[config.mk]
export PLATFORM = sky130hd
export DESIGN_NAME = vga_timing_gen
export DESIGN_NICKNAME = d
export VERILOG_FILES = /design/src/rtl/vga_pkg.sv /design/src/rtl/vga_timing_gen_sync_delay.sv /design/src/rtl/vga_timing_gen.sv
export SDC_FILE = /design/constraint.sdc
export NUM_CORES = 1
export LEC_CHECK = 0
export ABC_CLOCK_PERIOD_IN_PS = 3300
export CAP_MARGIN = 10
export CORE_AREA = 5 5 67 69
export DETAILED_ROUTE_END_ITERATION = 16
export DIE_AREA = 0 0 72 74
export GPL_TIMING_DRIVEN = 0
export PLACE_DENSITY = 0.83
export SYNTH_ARGS = -nofsm -noshare
export SYNTH_HDL_FRONTEND = slang
export SYNTH_SLANG_ARGS = --single-unit
[constraint.sdc]
create_clock -name clk -period 3.3 [get_ports clk]
set_input_delay 0.66 -clock clk [delete_from_list [all_inputs] [get_ports clk]]
set_output_delay 0.66 -clock clk [all_outputs]
set_load 0.05 [all_outputs]
[src/rtl/vga_pkg.sv]
// ---------------------------------------------------------------------------
// vga_pkg
// Shared VGA timing constants and helpers.
//   - 800x600 @ 60 Hz (40 MHz pixel clock, positive syncs): default raster
//   - 640x480 @ 60 Hz (25.175 MHz pixel clock, negative syncs): alternate set
//   - seg_t / segment_of(): classify a counter position into line/frame
//     segments (active, front porch, sync, back porch)
//   - sync_bundle_t: the three raster flags carried through the delay line
// ---------------------------------------------------------------------------
package vga_pkg;

  // 800x600 @ 60 Hz
  localparam int   SVGA_H_ACTIVE = 800;
  localparam int   SVGA_H_FP     = 40;
  localparam int   SVGA_H_SYNC   = 128;
  localparam int   SVGA_H_BP     = 88;
  localparam int   SVGA_V_ACTIVE = 600;
  localparam int   SVGA_V_FP     = 1;
  localparam int   SVGA_V_SYNC   = 4;
  localparam int   SVGA_V_BP     = 23;
  localparam logic SVGA_HS_POL   = 1'b1;
  localparam logic SVGA_VS_POL   = 1'b1;

  // 640x480 @ 60 Hz
  localparam int   VGA_H_ACTIVE  = 640;
  localparam int   VGA_H_FP      = 16;
  localparam int   VGA_H_SYNC    = 96;
  localparam int   VGA_H_BP      = 48;
  localparam int   VGA_V_ACTIVE  = 480;
  localparam int   VGA_V_FP      = 10;
  localparam int   VGA_V_SYNC    = 2;
  localparam int   VGA_V_BP      = 33;
  localparam logic VGA_HS_POL    = 1'b0;
  localparam logic VGA_VS_POL    = 1'b0;

  // Latency of the pixel path in the display stage; the sync/vidon delay
  // line defaults to this so syncs stay aligned with the pixel data.
  localparam int   DISPLAY_PIPE_LATENCY = 2;
  localparam int   MAX_PIPE_DLY         = 7;

  typedef enum logic [1:0] {
    SEG_ACTIVE,
    SEG_FRONT,
    SEG_SYNC,
    SEG_BACK
  } seg_t;

  // Packed so it maps directly onto a 3-bit delay-line word.
  typedef struct packed {
    logic vidon;
    logic hsync;
    logic vsync;
  } sync_bundle_t;

  function automatic int span_total(input int active, input int fp,
                                    input int sync, input int bp);
    return active + fp + sync + bp;
  endfunction

  // Segment order along a line (or frame): active, front porch, sync,
  // back porch.
  function automatic seg_t segment_of(input int pos, input int active,
                                      input int fp, input int sync);
    seg_t seg;
    if (pos < active) begin
      seg = SEG_ACTIVE;
    end else if (pos < active + fp) begin
      seg = SEG_FRONT;
    end else if (pos < active + fp + sync) begin
      seg = SEG_SYNC;
    end else begin
      seg = SEG_BACK;
    end
    return seg;
  endfunction

endpackage

[src/rtl/vga_timing_gen_sync_delay.sv]
// ---------------------------------------------------------------------------
// sync_delay
// Fixed-length delay line of WIDTH-bit words, DEPTH stages. Shifts on every
// rising clock edge (no enable). All stages load INIT while i_rst_n is low.
// DEPTH = 0 is a pass-through that still shows INIT during reset, so the
// outputs have the same reset behaviour at every depth.
//   i_clk    in   1      clock
//   i_rst_n  in   1      asynchronous active-low reset
//   i_d      in   WIDTH  word entering the line
//   o_q      out  WIDTH  word delayed by DEPTH cycles
// ---------------------------------------------------------------------------
module sync_delay #(
  parameter int               DEPTH = 2,
  parameter int               WIDTH = 3,
  parameter logic [WIDTH-1:0] INIT  = '0
) (
  input  logic             i_clk,
  input  logic             i_rst_n,
  input  logic [WIDTH-1:0] i_d,
  output logic [WIDTH-1:0] o_q
);

  if (DEPTH == 0) begin : g_passthru
    logic w_unusedClk;
    assign w_unusedClk = i_clk;
    assign o_q = i_rst_n ? i_d : INIT;

  end else if (DEPTH == 1) begin : g_single
    logic [WIDTH-1:0] r_stage;

    // Single register stage.
    always_ff @(posedge i_clk or negedge i_rst_n) begin
      if (!i_rst_n) begin
        r_stage <= INIT;
      end else begin
        r_stage <= i_d;
      end
    end

    assign o_q = r_stage;

  end else begin : g_multi
    // Stage 0 occupies the low WIDTH bits; the oldest word sits at the top.
    logic [DEPTH*WIDTH-1:0] r_shift;

    // Shift register: new word in at the bottom, oldest word out of the top.
    always_ff @(posedge i_clk or negedge i_rst_n) begin
      if (!i_rst_n) begin
        r_shift <= {DEPTH{INIT}};
      end else begin
        r_shift <= {r_shift[(DEPTH-1)*WIDTH-1:0], i_d};
      end
    end

    assign o_q = r_shift[DEPTH*WIDTH-1 -: WIDTH];
  end

endmodule

[src/rtl/vga_timing_gen.sv]
// ---------------------------------------------------------------------------
// vga_timing_gen
// Raster timing generator: pixel/line counters, sync and active-video flags,
// start-of-frame / end-of-line pulses and a completed-frame counter.
// hsync/vsync/vidon pass through a PIPE_DLY-stage delay line so they line up
// with a pipelined pixel path; hc, vc, sof and eol are undelayed.
//   clk        in   1      pixel clock, rising edge
//   clr_n      in   1      asynchronous active-low reset
//   en         in   1      count enable (low freezes the raster)
//   resync     in   1      synchronous restart of the raster at (0,0)
//   hc         out  CNT_W  current pixel column
//   vc         out  CNT_W  current line
//   hsync      out  1      horizontal sync, delayed PIPE_DLY cycles
//   vsync      out  1      vertical sync, delayed PIPE_DLY cycles
//   vidon      out  1      active-video flag, delayed PIPE_DLY cycles
//   sof        out  1      start-of-frame pulse
//   eol        out  1      end-of-line pulse
//   frame_cnt  out  FC_W   completed-frame count (wraps)
// ---------------------------------------------------------------------------
module vga_timing_gen
  import vga_pkg::*;
#(
  parameter int   H_ACTIVE = SVGA_H_ACTIVE,
  parameter int   H_FP     = SVGA_H_FP,
  parameter int   H_SYNC   = SVGA_H_SYNC,
  parameter int   H_BP     = SVGA_H_BP,
  parameter int   V_ACTIVE = SVGA_V_ACTIVE,
  parameter int   V_FP     = SVGA_V_FP,
  parameter int   V_SYNC   = SVGA_V_SYNC,
  parameter int   V_BP     = SVGA_V_BP,
  parameter logic HS_POL   = SVGA_HS_POL,
  parameter logic VS_POL   = SVGA_VS_POL,
  parameter int   CNT_W    = 11,
  parameter int   PIPE_DLY = DISPLAY_PIPE_LATENCY,
  parameter int   FC_W     = 8
) (
  input  logic             clk,
  input  logic             clr_n,
  input  logic             en,
  input  logic             resync,
  output logic [CNT_W-1:0] hc,
  output logic [CNT_W-1:0] vc,
  output logic             hsync,
  output logic             vsync,
  output logic             vidon,
  output logic             sof,
  output logic             eol,
  output logic [FC_W-1:0]  frame_cnt
);

  localparam int H_TOTAL = span_total(H_ACTIVE, H_FP, H_SYNC, H_BP);
  localparam int V_TOTAL = span_total(V_ACTIVE, V_FP, V_SYNC, V_BP);

  localparam logic [CNT_W-1:0] H_LAST = CNT_W'(H_TOTAL - 1);
  localparam logic [CNT_W-1:0] V_LAST = CNT_W'(V_TOTAL - 1);

  // Idle level of every delay stage: video off, both syncs inactive.
  localparam sync_bundle_t IDLE_BUNDLE = '{vidon: 1'b0,
                                           hsync: ~HS_POL,
                                           vsync: ~VS_POL};

  // Reject parameter sets the counters or the delay line cannot represent.
  if (H_TOTAL > (1 << CNT_W)) begin : g_bad_h_total
    $error("vga_timing_gen: H_TOTAL %0d does not fit in CNT_W=%0d bits",
           H_TOTAL, CNT_W);
  end
  if (V_TOTAL > (1 << CNT_W)) begin : g_bad_v_total
    $error("vga_timing_gen: V_TOTAL %0d does not fit in CNT_W=%0d bits",
           V_TOTAL, CNT_W);
  end
  if (PIPE_DLY < 0 || PIPE_DLY > MAX_PIPE_DLY) begin : g_bad_pipe_dly
    $error("vga_timing_gen: PIPE_DLY %0d outside 0..%0d",
           PIPE_DLY, MAX_PIPE_DLY);
  end

  logic [CNT_W-1:0] r_hc;
  logic [CNT_W-1:0] r_vc;
  logic [FC_W-1:0]  r_frameCnt;
  logic             w_lineEnd;
  logic             w_frameEnd;
  seg_t             w_hSeg;
  seg_t             w_vSeg;
  sync_bundle_t     w_raw;
  sync_bundle_t     w_dly;

  assign w_lineEnd  = (r_hc == H_LAST);
  assign w_frameEnd = w_lineEnd && (r_vc == V_LAST);

  // Raster counters. resync wins over en so a frozen raster can still be
  // re-aligned; it restarts the position without counting a frame.
  always_ff @(posedge clk or negedge clr_n) begin
    if (!clr_n) begin
      r_hc       <= '0;
      r_vc       <= '0;
      r_frameCnt <= '0;
    end else if (resync) begin
      r_hc <= '0;
      r_vc <= '0;
    end else if (en) begin
      if (w_lineEnd) begin
        r_hc <= '0;
        if (w_frameEnd) begin
          r_vc       <= '0;
          r_frameCnt <= r_frameCnt + 1'b1;
        end else begin
          r_vc <= r_vc + 1'b1;
        end
      end else begin
        r_hc <= r_hc + 1'b1;
      end
    end
  end

  // Undelayed sync/video flags decoded from the registered position.
  always_comb begin
    w_hSeg = segment_of(32'(r_hc), H_ACTIVE, H_FP, H_SYNC);
    w_vSeg = segment_of(32'(r_vc), V_ACTIVE, V_FP, V_SYNC);

    w_raw       = IDLE_BUNDLE;
    w_raw.vidon = (w_hSeg == SEG_ACTIVE) && (w_vSeg == SEG_ACTIVE);
    w_raw.hsync = (w_hSeg == SEG_SYNC) ? HS_POL : ~HS_POL;
    w_raw.vsync = (w_vSeg == SEG_SYNC) ? VS_POL : ~VS_POL;
  end

  sync_delay #(
    .DEPTH (PIPE_DLY),
    .WIDTH (3),
    .INIT  (IDLE_BUNDLE)
  ) u_sync_delay (
    .i_clk   (clk),
    .i_rst_n (clr_n),
    .i_d     (w_raw),
    .o_q     (w_dly)
  );

  assign hsync = w_dly.hsync;
  assign vsync = w_dly.vsync;
  assign vidon = w_dly.vidon;

  // Pulses are qualified with en so a frozen raster never repeats them, and
  // with clr_n so they are low for the whole of reset.
  assign sof = clr_n && en && (r_hc == '0) && (r_vc == '0);
  assign eol = clr_n && en && w_lineEnd;

  assign hc        = r_hc;
  assign vc        = r_vc;
  assign frame_cnt = r_frameCnt;

endmodule

==> impl.org, run 1 <==
** STA
- At the pin with the least slew margin, the transition time is between 0.5 and 0.6 ns.
- Least setup slack across all paths after layout :: between 0.15 and 0.2 ns
- Fin crit share :: 94.2%
- Setup total negative slack on the finished layout was measured at 0 ns.
- Setup violations remaining at the end of the flow were counted as 0.
- Clk_skew :: between 0.006 and 0.007 ns
- Timing would allow up to between 300 and 400 MHz.
- Setup repair after global routing left no endpoint under its margin.
- Final slew viol count :: 0
- The worst path in the final design needs a cycle of 3.11 ns, including I/O delays and setup.
- The hold violation count in the final report was 0.
- Max transition margin :: about three fifths

** GRT
- All-Layer GR Usage :: 20.5%
- The first global-routing pass estimated 8.51 mm of wire.
- Entering global routing, the biggest net connects 38 pins.
- The total overflow left after global routing is 0.
- The number of global-route vias before repair was 1768.
- Initial antenna violation count :: 0

** Die
- Row generation in the floorplan step produced 23 rows.
- Width of the chip :: between 70 and 80 um
- The floorplan step defined a die boundary enclosing 5330 um^2.
- Once the floorplan was initialized, standard cells occupied between 50% and 60% of the core.
- In this run the count of I/O pins placed on the die edge is 39.
- The region available for standard cell placement spans 3860 um^2.
- The die is about 74 um tall.

** Power
- Internal power :: 0.704 mW
- The analysis attributes to net switching a power of 0.239 mW.
- In this run, the combinational gates consume about a tenth of the power.
- Per report_power, the clock group accounts for between 40% and 50% of the total.
- Power density over cell area :: about 370 nW/um^2
- In this run the static leakage power is 1.09 nW.
- Of the total power, the share spent switching nets is 25.3%.
- VDD sags by at most approximately 220 uV.
- Overall power consumption after layout is estimated at between 0.9 and 1 mW.
- Of the total power, registers draw 48.7%.

** Clock network
- Num CTS Buffers :: 5
- After clock tree synthesis, the clock-pin slew on the worst setup and hold paths is 0.08 ns.
- For this design, the sink count on the clock tree is 36.
- Number of buffers on the longest clock path :: 2
- The clock tree synthesis step divided the H-tree into 2 levels.
- Count of buffers added by post-CTS timing repair for setup :: 0
- TritonCTS built the clock tree.
- Clock latency reported for the late side of the worst-skew pair :: 0.29 ns
- The number of gates resized after CTS was 1.
- # hold bufs at CTS :: 0
- The tree is rooted in a clkbuf_8.

** Synthesis
- Yosys cell types :: between 40 and 50
- Top cells by area, synth :: dfrtp_1 44%, nand3_1 4.4%, nand2_1 3.9%
- Count leader, synth :: dfrtp_1
- Synth async-reset ratio :: 100%
- Cell accounting for the most synthesized area :: dfrtp_1
- Top cell type's share of synthesized area :: 44.4%
- The commonest cells after synthesis are 36 x dfrtp_1, 21 x nand2_1, 18 x nand3_1.
- The synthesized design contains 36 register bits.
- After technology mapping, the gate count stands at between 200 and 250.
- Most frequently used flop master after synthesis :: dfrtp_1
- The number of nets handed over by synthesis was 223.
- Number of enable flip-flop cells after synthesis :: 0
- Of the synthesized area, sequential elements account for 44.4%.
- Number of warning messages in the yosys log :: 0
- The synthesized netlist occupies a cell area of 2030 um^2.
- Mean instance size in the synthesized netlist :: roughly 9.5 um^2

** Finish
- The multi-input combinational cells in the finished layout cover a total of 1030 um^2.
- After the flow finishes, the layout carries non-filler instances totaling 309.
- Share of cells above drive strength 1 :: 8.49%
- Relative area change from synthesis to final layout :: 26.8%
- Number of nets at the end of the flow :: 267
- # fillers :: 315
- Total area of sequential cells :: 901 um^2
- N_diodes :: 0
- The finished cells cover about 2600 um^2.

** Placement
- Quantity of I/O buffers inserted on ports :: 37
- Detailed placement ended at an HPWL of 3.25 mm.
- Placement Cell Area :: 2460 um^2
- At the end of routability-driven placement, the weighted congestion stood at a little over 0.8.
- Placed cell count :: 301
- Pre-CTS WS :: -0.0482 ns

** Routing
- Routed length on met2 :: 2.26 mm
- The first routing iteration left 108 violations.
- TritonRoute pass-1 iters :: 4
- The highest layer touched by signal routing is met4.
- After detailed routing, the wire length on met1 is 2.10 mm.
- Post-route DRC violation count :: 0
- After detailed routing, the met3 layer carries 275 um of wire.
- After detailed routing, the average wire length per cell comes to approximately 15 um.
- Residual antenna-violating net count after detailed routing :: 0
- For this block, the routed nets add up to 4.72 mm of wire.
- The routed layout has 1783 vias.
- After detailed routing, the number of vias per cell comes to 5.77.

** Outcome
- The run finished with clean final reports.

** Critical path
- Endpoint kind of the worst setup timing path :: output pin
- Reg2Reg Setup Slack :: between 1 and 1.5 ns
- The worst register-to-register path ends at vc[7]$_DFFE_PN0P_.
- Of all nets on the critical path, the largest fanout is 8.
- Logic depth of the worst register-to-register path :: 6
- Data arrives at the worst endpoint at ~2.5 ns.
- WS Path Type :: reg2out
- In this run the worst setup path begins at vc[7]$_DFFE_PN0P_.
- Worst EP required :: 2.64 ns
- The worst setup path is launched from a register.
- Origin of the critical flop-to-flop path :: hc[0]$_DFFE_PN0P_

** Hold path
- Worst hold-check path type :: in2async

** Job
- Number of maximum-capacitance violations :: 0
critical path: stages (launching register included):
cell           delay [ns]
dfrtp_1              0.37
buf_2                0.18
nor4_1               0.34
nand4_1              0.12
or4_1                0.42
nor4_2               0.17
dlygate4sd2_1        0.56
power by group through the flow:
stage / sequential, mW / combinational, mW / clock (mW)
after floorplan: 0.491 / 0.0352 / 0
after global placement: 0.467 / 0.0964 / 0
after detailed placement: 0.467 / 0.0970 / 0
after CTS: 0.459 / 0.0967 / 0.391
after global routing: 0.460 / 0.104 / 0.412
final: 0.459 / 0.0961 / 0.387
metrics by stage:
stage | hold WS, ns | util [%]
2_1_floorplan | 0.331 | -
3_3_place_gp | 0.332 | 64.0
3_5_place_dp | 0.337 | 63.9
4_1_cts | 0.352 | 66.6
5_1_grt | 0.369 | 66.7
6_report | 0.349 | 66.7
layout by cell type, fill, tap and decap left out, types with 2 or more instances in the layout:
master,instances
nand3_1,18
buf_2,6
clkbuf_8,5
xor2_1,9
a31oi_1,8
xnor2_1,8
and4_1,4
nor3b_1,2
o211ai_1,2
or4_1,2
nand4_1,7
nor3_1,5
inv_1,9
or3_1,4
nor2_1,15
and4bb_1,3
nand4b_1,2
clkbuf_1,7
ha_1,5
and2_1,2
nand2b_1,3
dfrtp_1,36
nor4_1,3
nand2_1,21
clkdlybuf4s50_1,35
a21oi_1,6
o21ai_1,3
and3_1,4
sequential cells by signal, indices dropped and copies added (netlist names):
register,cells
vc,11
u_sync_delay.g_multi.r_shift,6
hc,11
frame_cnt,8
routing by layer:
metal | vias up | global-route usage [%]
met4 | 0 | 8.35
met3 | 8 | 5.41
li1 | 862 | -
met2 | 59 | 31.8
met1 | 854 | 27.4
met5 | - | 0
kinds of logic (layout without fill, tap and decap cells):
| family | count (synthesis) | in the layout | synth area share [%] |
|---|---|---|---|
| adder cells (fa/ha/maj) | 5 | 5 | 3.08 |
| buffers and inverters | 23 | 68 | 5.18 |
| AND/OR/NAND/NOR | 106 | 106 | 31.1 |
| multiplexers | 1 | 1 | 0.740 |
| XOR/XNOR | 17 | 17 | 7.34 |
| flip-flops | 36 | 36 | 44.4 |
| AO/OA/AOI/OAI | 26 | 26 | 8.20 |
layout make-up:
class                      instances  share of cell area (%)
tap                               50                    2.43
inverter                           9                    1.31
multi-input combinational        155                    40.0
buffer                            14                    2.77
clock inverter                     2                    1.36
clock buffer                       6                    2.82
timing repair buffer              37                    14.3
sequential                        36                    35.0
worst max path at each step:
| stage | endpoint | depth (start not counted) | slack (ns) |
|---|---|---|---|
| after floorplan | sof | 5 | 0.22 |
| after global placement | sof | 4 | -1.09 |
| after detailed placement | sof | 4 | -0.05 |
| after CTS | eol | 4 | 0.12 |
| after global routing | sof | 6 | 0.10 |
| final | sof | 6 | 0.19 |
Note: power is estimated with default switching activity, not from simulation.
==> run 2: changes to the inputs <==
--- a/config.mk
+++ b/config.mk
@@ -10,8 +10,10 @@
 export CORE_AREA = 5 5 67 69
 export DETAILED_ROUTE_END_ITERATION = 16
 export DIE_AREA = 0 0 72 74
+export GPL_ROUTABILITY_DRIVEN = 0
 export GPL_TIMING_DRIVEN = 0
 export PLACE_DENSITY = 0.83
+export SETUP_SLACK_MARGIN = 0.2
 export SYNTH_ARGS = -nofsm -noshare
 export SYNTH_HDL_FRONTEND = slang
 export SYNTH_SLANG_ARGS = --single-unit
==> run 2 against run 1 <==
Effect of this change:
- hold slack worse by 0.038 ns
- clock power about the same
- highest routed layer unchanged
- sequential cell count stayed put
- wire length hardly changed
- sequential power barely moved
==> impl.org, run 2 (synthesis gave the netlist of run 1 again) <==
** Outcome
- The run finished with clean final reports.

** Critical path
- Worst EP required :: 2.64 ns
- In this run the worst path has a maximum fanout of 10.
- Reg-to-Reg End :: vc[7]$_DFFE_PN0P_
- The worst register-to-register path begins at hc[0]$_DFFE_PN0P_.
- In this run the register-to-register setup slack is 1.23 ns.
- Critical path startpoint category :: register
- Endpoint of the most critical setup path :: eol
- WS Path Type :: reg2out
- The worst setup path is captured at an output pin.
- Logic depth of the worst register-to-register path :: 6
- Start point of the critical path :: hc[4]$_DFFE_PN0P_
- Arrival time reported for the critical path endpoint :: 2.28 ns

** STA
- Highest Clock Rate :: ~340 MHz
- The clock arrives with 0.00670 ns of skew.
- Post-Route Hold Slack :: 0.311 ns
- The count of final max-slew check failures came to 0.
- Least setup slack across all paths after layout :: roughly 0.36 ns
- Setup repair after global routing left no endpoint under its margin.
- Fin crit share :: about nine tenths
- Final hold vios :: 0
- Tightest Pin Transition :: 0.591 ns
- Setup violations remaining at the end of the flow were counted as 0.
- The smallest clock period supported by the final layout is computed as 2.94 ns.
- Post-Route Setup TNS :: 0 ns
- Max transition margin :: 60.6%

** Finish
- Leaving out fill and tap cells, the most frequent cell in the layout is dfrtp_1.
- Final cell count without fillers :: 309
- After routing the design area is 2570 um^2.
- The repair_antennas step left the layout with diodes totalling 0.
- Share of cells above drive strength 1 :: approximately 8.9%
- Compared with the post-synthesis result, the final layout area differs by 26.6%.
- Number of nets at the end of the flow :: 267
- Leaving out fill and tap cells, the most frequent cells in the layout are 36 x dfrtp_1, 35 x clkdlybuf4s50_1, 21 x nand2_1, 18 x nand3_1, 15 x nor2_1.

** Die
- 39 I/O pins were placed.
- The total area inside the core boundary comes to 3860 um^2.
- The floorplan step defined a die boundary enclosing around 5300 um^2.
- The die is 72 um wide.
- Starting density of the core :: 52.6%
- Standard-cell rows :: 23
- Die H :: 74 um

** Placement
- Placement Cell Area :: ~2500 um^2
- Once placement completed, the tool counted placed cells totaling 301.
- Pre-CTS WS :: -0.0482 ns
- Summed over all nets, the half-perimeter wirelength after detailed placement is 3.25 mm.
- Quantity of I/O buffers inserted on ports :: 37

** Clock network
- # hold bufs at CTS :: 0
- The number of clock buffers added by TritonCTS is 5.
- Clock slew at the register clock pins of the worst setup and hold paths :: ~0.080 ns
- For the worst-skew pair, the clock arrives at the later sink with an insertion delay of 0.29 ns.
- CTS built an H-tree with a depth of 2.
- The tree is rooted in a clkbuf_8.
- Counting along the longest clock path gives a buffer depth of 2.
- Number of sinks handled by clock tree synthesis :: 36
- Clock tree from TritonCTS :: built

** Routing
- After detailed routing, the total wire length is about 4.7 mm.
- The first routing iteration left ~110 violations.
- The first detailed-routing pass ran for 4 iterations.
- Average vias per placed instance :: around 5.8
- Post-route DRC violation count :: 0
- Detailed-route via count :: 1783
- Residual antenna-violating net count after detailed routing :: 0
- Per-cell routed wire length :: 15.3 um

** Job
- The tool flagged a number of max-cap violations equal to 0.

** GRT
- Global routing used slightly above 20% of the available tracks across all layers.
- met2 is the most crowded layer.
- GRT met1 Usage :: 27.4%
- The initial antenna violation count was 0.
- In the global route stage, met3 resource usage came out at 5.41%.
- For this run the aggregate overflow at the end of global routing stands at 0.
- The number of global-route vias before repair came to 1768.
- Routing usage on met2 :: around a third
- Entering global routing, the biggest net connects 38 pins.
- Global-route wire length before repair :: ~8.5 mm

** Power
- In this run the power spent charging and discharging nets is 0.239 mW.
- Sequential share of power :: between 40% and 50%
- Across the VDD grid, the largest voltage drop is 224 uV.
- Sw frac :: 25.3%
- Clock network fraction of total power :: 41.1%
- For this design the ratio of total power to cell area is 367 nW/um^2.
- Combinational logic is responsible for 10.2% of the overall power.
- Internal power comes to 0.704 mW.
- Leakage power :: around 1.1 nW

** Hold path
- The min-delay analysis places its worst path in the category in2async.
==> run 2: through the flow <==
stage	total power, mW	util [%]
final	0.943	66.6
after global routing	0.976	66.6
after CTS	0.947	66.7
after detailed placement	0.564	63.9
after global placement	0.564	64.0
after floorplan	0.526	-
==> run 2: power groups by stage <==
stage / clock, mW / combinational (mW) / sequential [mW]
CTS: 0.391 / 0.0970 / 0.459
floorplan: 0 / 0.0352 / 0.491
global placement: 0 / 0.0964 / 0.467
global route: 0.412 / 0.104 / 0.460
finish: 0.388 / 0.0959 / 0.459
detailed placement: 0 / 0.0970 / 0.467
==> run 2: worst min-delay path by stage <==
stage	endpoint
finish	hc[5]$_DFFE_PN0P_
global route	hc[6]$_DFFE_PN0P_
CTS	hc[5]$_DFFE_PN0P_
detailed placement	u_sync_delay.g_multi.r_shift[3]$_DFF_PN0_
global placement	u_sync_delay.g_multi.r_shift[4]$_DFF_PN0_
floorplan	u_sync_delay.g_multi.r_shift[3]$_DFF_PN0_
==> run 2: layer usage <==
layer	share of wire, %	vias up
li1	-	862
met1	45	854
met2	48	59
met3	6.0	8
met4	1.6	0
met5	0	-
==> run 2: cell type report <==
class                           instances  area, um^2
Fill cell                             314        1290
Multi-Input combinational cell        155        1030
Sequential cell                        36         901
Timing Repair Buffer                   37         363
Clock buffer                            6        72.6
Buffer                                 14        71.3
Tap cell                               50        62.6
Clock inverter                          2        35.0
Inverter                                9        33.8
==> run 2: repair_timing <==
| item | in CTS | in global routing |
|---|---|---|
| endpoints found under the setup margin | 2 | 1 |
| resized for setup | 2 | 3 |
| gates cloned | 0 | 0 |
| buffers inserted | 0 | 0 |
==> run 2: worst max-delay path, cell delays in order, from the launching register on <==
cell and delay [ns]:
dfrtp_1 0.36, buf_2 0.22, and4bb_1 0.29, nand3_1 0.15
nor2_1 0.15, clkdlybuf4s50_1 0.82
==> run 3: changes to the inputs <==
--- a/config.mk
+++ b/config.mk
@@ -5,14 +5,15 @@
 export SDC_FILE = /design/constraint.sdc
 export NUM_CORES = 1
 export LEC_CHECK = 0
+export ABC_AREA = 1
 export ABC_CLOCK_PERIOD_IN_PS = 3300
 export CAP_MARGIN = 10
-export CORE_AREA = 5 5 67 69
+export CORE_AREA = 5 5 69 71
 export DETAILED_ROUTE_END_ITERATION = 16
-export DIE_AREA = 0 0 72 74
+export DIE_AREA = 0 0 74 76
 export GPL_ROUTABILITY_DRIVEN = 0
 export GPL_TIMING_DRIVEN = 0
-export PLACE_DENSITY = 0.83
+export PLACE_DENSITY = 0.82
 export SETUP_SLACK_MARGIN = 0.2
 export SYNTH_ARGS = -nofsm -noshare
 export SYNTH_HDL_FRONTEND = slang
==> run 3 against run 2 <==
Effect of this change:
- via count increased by 13%
- clock power decreased by 24%
- global-route usage decreased by 0.62 points
- wire length increased by 7.2%
- final cell count increased by 24%
- sequential share of layout area decreased by 1.4 points
- design area increased by 4.0%
- utilization decreased by 2.6 points
- clock-buffer cell count unchanged
- critical path depth increased by 1
- critical path type is now in2out
==> impl.org, run 3 <==
** Outcome
- Result of the run :: complete, no violations

** Finish
- Relative area change from synthesis to final layout :: 24.0%
- N_diodes :: 0
- Leading cell type in the layout, fill and taps excluded :: nand2_1
- Commonest non-fill, non-tap cells in the layout :: 78 x nand2_1, 36 x nor2_1, 36 x dfrtp_1, 35 x clkdlybuf4s50_1, 29 x inv_1
- In the final layout, the share of cells above drive strength 1 is 8.18%.
- The finished cells cover 2670 um^2.
- At the end of the flow, the number of nets in the layout was 339.
- # fillers :: 387

** GRT
- Global routing used around 20% of the available tracks across all layers.
- Global routing finished with a remaining overflow of 0.
- Via count of the first global-routing pass :: 1876
- Initial antenna violation count :: 0
- Pin count of the biggest net entering global routing :: 38
- Global-route wire length before repair :: about 8.8 mm

** Routing
- In the routed design, unresolved DRC markers number 0.
- Iteration-0 DRC Markers :: around 80
- The final layout contains routed wiring with a total length of 5.06 mm.
- Once detail routing completed, the nets flagged for antenna violations numbered 0.
- For this block, the via count after detailed routing is between 2k and 2.5k.
- Dividing the detail-routed wire length by the instance count gives 13.3 um.
- TritonRoute pass-1 iters :: 4
- Using the TritonRoute via totals, the vias-per-cell ratio works out to 5.27.

** Placement
- During placement, the flow inserted port buffers numbering 38.
- HPWL after detailed placement :: approximately 3.7 mm
- Pre-CTS WS :: -0.182 ns
- Once placement finished, the instance area stood at between 2000 and 3000 um^2.

** Die
- Width of the chip :: around 74 um
- Full die area :: roughly 5600 um^2
- Core Area :: 4170 um^2
- Number of top-level design ports :: 39
- Die H :: 76 um
- Once the floorplan was initialized, standard cells occupied 51.6% of the core.
- Row generation in the floorplan step produced 24 rows.

** STA
- For this run, the top clock speed supported by timing is roughly 340 MHz.
- Headroom to the max-slew limit came out at about 66%.
- The hold violation count in the final report came to 0.
- Clk_skew :: 0.00284 ns
- Post-layout min period :: 2.98 ns
- Setup total negative slack on the finished layout was measured at 0 ns.
- The count of final max-slew check failures came to 0.
- Setup slack closes at 0.319 ns.
- After layout, the worst path uses 90.3% of the clock period.
- Setup-failing EPs final :: 0
- Post-Route Hold Slack :: about 0.31 ns
- RSZ-0062 raised after global routing :: false
- At the pin with the least slew margin, the transition time is 0.504 ns.

** Clock network
- Clock-pin slew was measured on the worst setup and hold paths at 0.06 ns.
- In this run the post-CTS setup repair buffer count came out at 0.
- The number of gates resized after CTS was 3.
- TritonCTS built the clock tree.
- For this design, the CTS-stage hold fixing added 0 buffers.
- H-tree depth reported by CTS :: 2
- The number of clock buffers added by TritonCTS is 5.
- The clock net in this run drives a total of 36 sinks.
- Clock tree synthesis selected as its root buffer the cell clkbuf_8.
- At the later pin of the worst-skew pair, clock insertion delay measures about 0.29 ns.
- In this run the deepest clock path goes through 2 buffers.

** Critical path
- Arrival time reported for the critical path endpoint :: 2.32 ns
- In this run the critical register-to-register path is captured at frame_cnt[2]$_DFFE_PN0P_.
- Setup slack on the worst reg-to-reg path comes out at 1.56 ns.
- Endpoint kind of the worst setup timing path :: output pin
- Traced cell by cell, the critical path runs through clkdlybuf4s50_1, inv_1, nor4_1, nand4_1, nor2_1, dlygate4sd2_1.
- Worst EP required :: 2.64 ns
- Critical path startpoint category :: input pin
- Standard cell with the maximum stage delay on the critical path :: clkdlybuf4s50_1
- The critical path is of the in2out type.
- Delay of the slowest critical-path stage :: 0.57 ns
- Grouping stages by cell kind, the critical path spends the most delay in buffers and inverters.
- Highest fanout seen on the critical path :: 4
- The critical path contains buffers and inverters numbering 3 combined.
- Logic depth of the worst register-to-register path :: 9
- Origin of the critical flop-to-flop path :: vc[0]$_DFFE_PN0P_

** Power
- In this run, the clock network consumes 32.7% of the power.
- Net switching is 29.0% of the power.
- Internal power comes to between 0.6 and 0.7 mW.
- The design draws 0.900 mW.
- Power dissipated by switching net loads :: 0.261 mW
- Power density over cell area :: 337 nW/um^2
- The analysis attributes to cell leakage a power of 1.19 nW.
- Share of power burned in combinational logic :: 15.6%
- Worst-case vdd ir drop :: 306 uV
- Sequential share of power :: around 52%

** Hold path
- Worst hold-check path type :: in2async

** Synthesis
- Mean instance size in the synthesized netlist :: 7.56 um^2
- Most frequently used flop master after synthesis :: dfrtp_1
- Number of warning messages in the yosys log :: 0
- When the netlist entered floorplanning its net count stood at between 200 and 300.
- The top cell type by area accounts for between 40% and 50% of the synthesized area.
- Number of cells produced by synthesis :: approximately 290
- Register area share after synthesis :: about two fifths
- Top cells by area, synth :: dfrtp_1 42%, nand2_1 14%, nor2_1 6.3%
- Synth async-reset ratio :: 100%
- dfrtp_1 takes more of the synthesized area than any other cell.
- Counting flops with a built-in enable in the synthesized netlist gives 0.
- Top cell types by occurrence after synthesis :: 78 x nand2_1, 36 x dfrtp_1, 36 x nor2_1
- Yosys cell types :: 33
- Counting flops and latches in the post-synthesis netlist gives 36.
- After synthesis the cells add up to around 2200 um^2.
- Count leader, synth :: nand2_1

** Job
- Number of maximum-capacitance violations :: 0
## run 3: cells by family (layout without fill, tap and decap cells)
group	after synthesis	count (layout)	share of synthesized area (%)
and+or+nand+nor	170	170	36.2
buffers and inverters	37	82	7.61
DFF	36	36	41.8
AOI/OAI and AO/OA	25	25	6.62
xor gates and xnor gates	12	12	4.88
adders and majority gates	5	5	2.90
## run 3: layer usage
layer	up-vias	global-route usage [%]	part of all wire [%]
met2	46	30.1	47
li1	1005	-	-
met3	6	4.75	5.4
met5	-	0	0
met1	958	27.3	46
met4	0	7.07	1.6
## run 3: per-stage QoR
step	utilization (%)	std cells
global route	64.0	382
CTS	64.0	382
global placement	62.3	375
finish	64.0	382
floorplan	-	285
detailed placement	62.2	375
## run 3: layout make-up
class                           instances  area, um^2  area share, %
Clock buffer                            6        72.6           2.72
Sequential cell                        36         901           33.7
Inverter                               31         119           4.45
Clock inverter                          1        5.00          0.187
Buffer                                  6        45.0           1.69
Multi-Input combinational cell        212        1090           40.8
Timing Repair Buffer                   38         375           14.0
Tap cell                               52        65.1           2.43
## run 3: worst max-delay path by stage
stage,depth (start not counted),endpoint,startpoint
global placement,6,sof,clr_n
floorplan,5,eol,hc[1]$_DFFE_PN0P_
global route,6,sof,en
finish,6,sof,en
CTS,6,sof,en
detailed placement,6,sof,clr_n
## run 3: power by group through the flow
stage,registers (mW),clock network (mW),logic [mW]
finish,0.465,0.295,0.141
global route,0.467,0.324,0.155
CTS,0.465,0.302,0.142
detailed placement,0.473,0,0.142
global placement,0.472,0,0.138
floorplan,0.507,0,0.0538
